<file path="src/rtl/debounce_multi.sv">
// Multi-channel push-button debouncer: two-flop synchroniser, stability filter,
// registered press/release pulses and an optional per-channel auto-repeat generator.
module debounce_multi #(
    parameter int unsigned N_CH          = 4,
    parameter int unsigned STABLE_CYCLES = 16,
    parameter int unsigned REPEAT_EN     = 0,
    parameter int unsigned REPEAT_DELAY  = 1000,
    parameter int unsigned REPEAT_PERIOD = 250
) (
    input  logic            clk,
    input  logic            reset,
    input  logic [N_CH-1:0] db_in,
    output logic [N_CH-1:0] db_level,
    output logic [N_CH-1:0] db_rise,
    output logic [N_CH-1:0] db_fall,
    output logic [N_CH-1:0] db_rep
);

    localparam int unsigned CNT_W = $clog2(STABLE_CYCLES + 1);

    logic [N_CH-1:0]  s1_q;
    logic [N_CH-1:0]  s2_q;
    logic [N_CH-1:0]  level_q;
    logic [N_CH-1:0]  level_d;
    logic [N_CH-1:0]  rise_q;
    logic [N_CH-1:0]  rise_d;
    logic [N_CH-1:0]  fall_q;
    logic [N_CH-1:0]  fall_d;
    logic [CNT_W-1:0] cnt_q [N_CH];
    logic [CNT_W-1:0] cnt_d [N_CH];

    // Stability filter: accept s2 only after STABLE_CYCLES consecutive mismatching samples
    always_comb begin
        level_d = level_q;
        rise_d  = '0;
        fall_d  = '0;
        for (int i = 0; i < int'(N_CH); i++) begin
            cnt_d[i] = cnt_q[i];
            if (s2_q[i] == level_q[i]) begin
                cnt_d[i] = '0;
            end else if (cnt_q[i] == CNT_W'(STABLE_CYCLES - 1)) begin
                level_d[i] = s2_q[i];
                cnt_d[i]   = '0;
                rise_d[i]  = s2_q[i];
                fall_d[i]  = ~s2_q[i];
            end else begin
                cnt_d[i] = cnt_q[i] + CNT_W'(1);
            end
        end
    end

    always_ff @(posedge clk) begin
        if (reset) begin
            s1_q    <= '0;
            s2_q    <= '0;
            level_q <= '0;
            rise_q  <= '0;
            fall_q  <= '0;
            for (int i = 0; i < int'(N_CH); i++) begin
                cnt_q[i] <= '0;
            end
        end else begin
            s1_q    <= db_in;
            s2_q    <= s1_q;
            level_q <= level_d;
            rise_q  <= rise_d;
            fall_q  <= fall_d;
            for (int i = 0; i < int'(N_CH); i++) begin
                cnt_q[i] <= cnt_d[i];
            end
        end
    end

    assign db_level = level_q;
    assign db_rise  = rise_q;
    assign db_fall  = fall_q;

    if (REPEAT_EN != 0) begin : g_rep
        localparam int unsigned RMAX   = (REPEAT_DELAY > REPEAT_PERIOD) ? REPEAT_DELAY : REPEAT_PERIOD;
        localparam int unsigned RCNT_W = $clog2(RMAX + 1);

        typedef enum logic [1:0] {
            RPT_IDLE  = 2'd0,
            RPT_DELAY = 2'd1,
            RPT_RUN   = 2'd2
        } rpt_state_e;

        rpt_state_e        state_q [N_CH];
        rpt_state_e        state_d [N_CH];
        logic [RCNT_W-1:0] rcnt_q  [N_CH];
        logic [RCNT_W-1:0] rcnt_d  [N_CH];
        logic [N_CH-1:0]   rep_q;
        logic [N_CH-1:0]   rep_d;

        always_ff @(posedge clk) begin
            if (reset) begin
                rep_q <= '0;
                for (int i = 0; i < int'(N_CH); i++) begin
                    state_q[i] <= RPT_IDLE;
                    rcnt_q[i]  <= '0;
                end
            end else begin
                rep_q <= rep_d;
                for (int i = 0; i < int'(N_CH); i++) begin
                    state_q[i] <= state_d[i];
                    rcnt_q[i]  <= rcnt_d[i];
                end
            end
        end

        // Decisions use the next-cycle level so a coincident release suppresses the repeat
        always_comb begin
            rep_d = '0;
            for (int i = 0; i < int'(N_CH); i++) begin
                state_d[i] = state_q[i];
                rcnt_d[i]  = rcnt_q[i];
                case (state_q[i])
                    RPT_IDLE: begin
                        if (rise_d[i]) begin
                            state_d[i] = RPT_DELAY;
                            rcnt_d[i]  = RCNT_W'(1);
                        end
                    end
                    RPT_DELAY: begin
                        if (!level_d[i]) begin
                            state_d[i] = RPT_IDLE;
                        end else if (rcnt_q[i] == RCNT_W'(REPEAT_DELAY)) begin
                            rep_d[i]   = 1'b1;
                            rcnt_d[i]  = RCNT_W'(1);
                            state_d[i] = RPT_RUN;
                        end else begin
                            rcnt_d[i] = rcnt_q[i] + RCNT_W'(1);
                        end
                    end
                    RPT_RUN: begin
                        if (!level_d[i]) begin
                            state_d[i] = RPT_IDLE;
                        end else if (rcnt_q[i] == RCNT_W'(REPEAT_PERIOD)) begin
                            rep_d[i]  = 1'b1;
                            rcnt_d[i] = RCNT_W'(1);
                        end else begin
                            rcnt_d[i] = rcnt_q[i] + RCNT_W'(1);
                        end
                    end
                    default: begin
                        state_d[i] = RPT_IDLE;
                    end
                endcase
            end
        end

        assign db_rep = rep_q;
    end else begin : g_norep
        assign db_rep = '0;
    end

endmodule
</file>
<file path="config.mk">
export PLATFORM = sky130hd
export DESIGN_NAME = debounce_multi
export DESIGN_NICKNAME = d
export VERILOG_FILES = /design/src/rtl/debounce_multi.sv
export SDC_FILE = /design/constraint.sdc
export NUM_CORES = 1
export LEC_CHECK = 0
export ABC_AREA = 1
export CORE_MARGIN = 5
export CORE_UTILIZATION = 45
export DETAILED_ROUTE_END_ITERATION = 8
export PLACE_DENSITY = 0.68
export RECOVER_POWER = 50
export SETUP_SLACK_MARGIN = 0.1
export SLEW_MARGIN = 20
export SYNTH_ARGS = -nofsm -noshare
export SYNTH_HDL_FRONTEND = slang
export SYNTH_SLANG_ARGS = --single-unit
</file>
<file path="constraint.sdc">
create_clock -name clk -period 1.6 [get_ports clk]
set_clock_uncertainty 0.1 [all_clocks]
set_input_delay 0.16 -clock clk [delete_from_list [all_inputs] [get_ports clk]]
set_output_delay 0.16 -clock clk [all_outputs]
set_load 0.05 [all_outputs]
</file>
==> flow_summary.ini, run 1 <==
[status]
outcome = finished clean

[pwr]
peakVddDrop_mv = 0.413
power_density_nw_per_um2 = 926
leakagePower_nw = 0.680
power.total_mw = 1.61

[synth]
synth_simple_gate_area_share_pct = 23.7
async_flop_share_pct = 0
synth_compound_area_share_pct = 2.61
muxShareOfSynthArea_pct = 0
synth_top_area_share_pct = 52.2
synth_ff_type = dfxtp_1
synth.ff_latch_count = 40
synth.most_common_cell = dfxtp_1
synth_xor_area_share_pct = 2.29
syn_inst = 176
yosys-top-cells-area = dfxtp_1 52%, inv_1 7.8%, nor2_1 6.6%, ha_1 6.5%, nand2_1 5.9%
synthesis.area_sq_um = 1530
yosysTopAreaCell = dfxtp_1
synth_top_family_by_area = simple AND/OR/NAND/NOR gates
ys_types = 18
synthTopCellsByCount = 40 x dfxtp_1, 32 x inv_1, 27 x nor2_1
avgSynthCellArea_sq_um = 8.71
yosys_warnings = 0
synth_edf_count = 0
synth_adder_area_share_pct = 6.53
seq_area_frac_synth_pct = 52.2

[routing]
drc_errors = 0
dr.pass1.iters = 3
drtAntennaViolNets = 0
drt_iter0_drc = 40
wl_um = 2340
num_vias = 1111
routed_via_density = 4.48
detail_route.wl_per_cell_um = 9.42

[die]
initial_utilization_pct = 46.3
die_area_sq_um = 4670
die_width_um = 68.4
die_y_um = 68.4
coreArea_sq_um = 3310
io_pins = 22
rows = 21

[sta]
hold_slack_ns = 0.233
setup_viol = 0
setup_tns_ns = 0
rsz0062_at_grt = no
fin_crit_ns = 1.42
period_share_pct = 89.0
fmax_ghz = 0.703
worst_pin_slew_ns = 0.604
layout_setup_ws_ns = 0.177
max_slew_margin_pct = 59.9
maxSlewViolCount = 0
hold_violations = 0

[cts]
cts_tree = built
clk_pin_slew_ns = 0.11
htree_levels = 2
cts_root_buf = clkbuf_4
insertion_delay_ns = 0.34
cts.sink_count = 40
cts_buffers = 5
clockBufferDepth = 2

[job]
maxCapViolations = 0

[finish]
drive_gt1_share_pct = 14.4
diodes = 0
register_area_sq_um = 806
multiInputGateArea_sq_um = 556
finish.instance_area_sq_um = 1730
final_util_pct = 52.3
fill_cells = 327
layout.nets = 215
syn_to_final_growth_pct = 13.1
final-instance-count-excl-fill = 248

[worst_setup_path]
worstPathRequired_ns = 1.74
critPathMaxFanout = 5
cp-end-kind = flop
r2r-start = cnt_q[1][0]$_SDFF_PP0_
reg2reg_to = cnt_q[1][4]$_SDFF_PP0_
r2r_cells = 7
worstSetupEndpoint = cnt_q[1][4]$_SDFF_PP0_
startpoint = cnt_q[1][0]$_SDFF_PP0_
critPathKind = reg2reg
cp-start-kind = flop
reg2reg_slack_ns = 0.18
crit_arrival_ns = 1.56

[placed_design]
dp_cells = 237
portBuffers = 17
pre_cts_slack_ns = 0.138
placed_area_sq_um = 1690
hpwl_um = 1790
place_congestion = 0.715

[global_routing]
grt_usage_pct = 11.7
grt_first_pass_wirelength_um = 4010
overflow = 0
grt_max_degree = 13
antenna_found_initial = 0
grt_pass1_vias = 1025

[min_path]
hold_class = in2reg
## cell type report
type / instances / area share [%]
flip-flops and latches: 40 / 46.5
multi-input cells: 100 / 32.1
inverters: 33 / 7.44
repair buffers: 21 / 7.29
clock buffers: 8 / 3.39
well taps: 46 / 3.32
## layout by cell type (no fill, tap or decap), types with 2 or more instances in the layout
cell type         n
xnor2_1           4
clkdlybuf4s50_1   4
inv_2             3
inv_1            29
nand2_1          24
nor2_1           27
nand4_1           6
dfxtp_1          36
clkbuf_2          4
conb_1            4
nand4_4           2
nor3_1            8
a21oi_1           4
nor2_2            5
clkbuf_4          5
dfxtp_2           4
ha_1              7
nand3_1           4
buf_4             3
clkbuf_1         11
o21ai_0           3
## how the worst min path moves through the flow
| stage | endpoint | slack [ns] | startpoint | cells after the start |
|---|---|---|---|---|
| finish | s1_q[1]$_SDFF_PP0_ | 0.23 | db_in[1] | 3 |
| global route | s1_q[0]$_SDFF_PP0_ | 0.22 | db_in[0] | 3 |
| CTS | s1_q[1]$_SDFF_PP0_ | 0.22 | db_in[1] | 3 |
| detailed placement | s2_q[1]$_SDFF_PP0_ | 0.30 | s1_q[1]$_SDFF_PP0_ | 2 |
| global placement | s2_q[2]$_SDFF_PP0_ | 0.29 | s1_q[2]$_SDFF_PP0_ | 2 |
| floorplan | s1_q[0]$_SDFF_PP0_ | 0.17 | db_in[0] | 2 |
## critical path, cell delays in order, from the launching register on
cell,delay [ns]
dfxtp_1,0.39
ha_1,0.19
nand2_1,0.06
nor2_1,0.11
ha_2,0.20
inv_2,0.04
nand4_1,0.15
nor2_1,0.07
## sequential cells by signal (all words and copies together), names as in the netlist
| signal | flops |
|---|---|
| s1_q | 4 |
| cnt_q | 20 |
| db_level | 4 |
| s2_q | 4 |
| db_rise | 4 |
| db_fall | 4 |
## report_power, final
group | switching, mW | total, mW | internal [mW]
Clock | 0.300 | 0.517 | 0.217
Sequential | 0.00826 | 1.02 | 1.01
Combinational | 0.0483 | 0.0718 | 0.0235
Total | 0.356 | 1.60 | 1.25
## logic make-up (layout without fill, tap and decap cells)
kind of cell	after synthesis	count (layout)
other cells	1	4
flops	40	40
xor+xnor	4	4
fa+ha+maj	8	8
compound gates	8	8
simple gates	76	76
buf+inv	39	62
## timing repair
action	4_1_cts	5_1_grt
resized for setup	0	12
setup buffers	0	3
hold buffers	0	0
endpoints found under the setup margin	0	19
## routing by layer
metal / part of all wire [%] / global-route usage, % / vias to the layer above
met5: 0 / 0 / -
met4: 3.1 / 7.44 / 0
met3: 5.8 / 4.93 / 10
met2: 47 / 19.3 / 22
met1: 44 / 12.1 / 489
li1: - / - / 590
No activity file was read; power rests on OpenSTA's default activity.
==> run 2: changes to the inputs <==
--- a/config.mk
+++ b/config.mk
@@ -6,6 +6,7 @@
 export NUM_CORES = 1
 export LEC_CHECK = 0
 export ABC_AREA = 1
+export ABC_CLOCK_PERIOD_IN_PS = 1600
 export CORE_MARGIN = 5
 export CORE_UTILIZATION = 45
 export DETAILED_ROUTE_END_ITERATION = 8
==> results of run 2 <==
Final layout, timing and power as in run 1 (identical DEF).
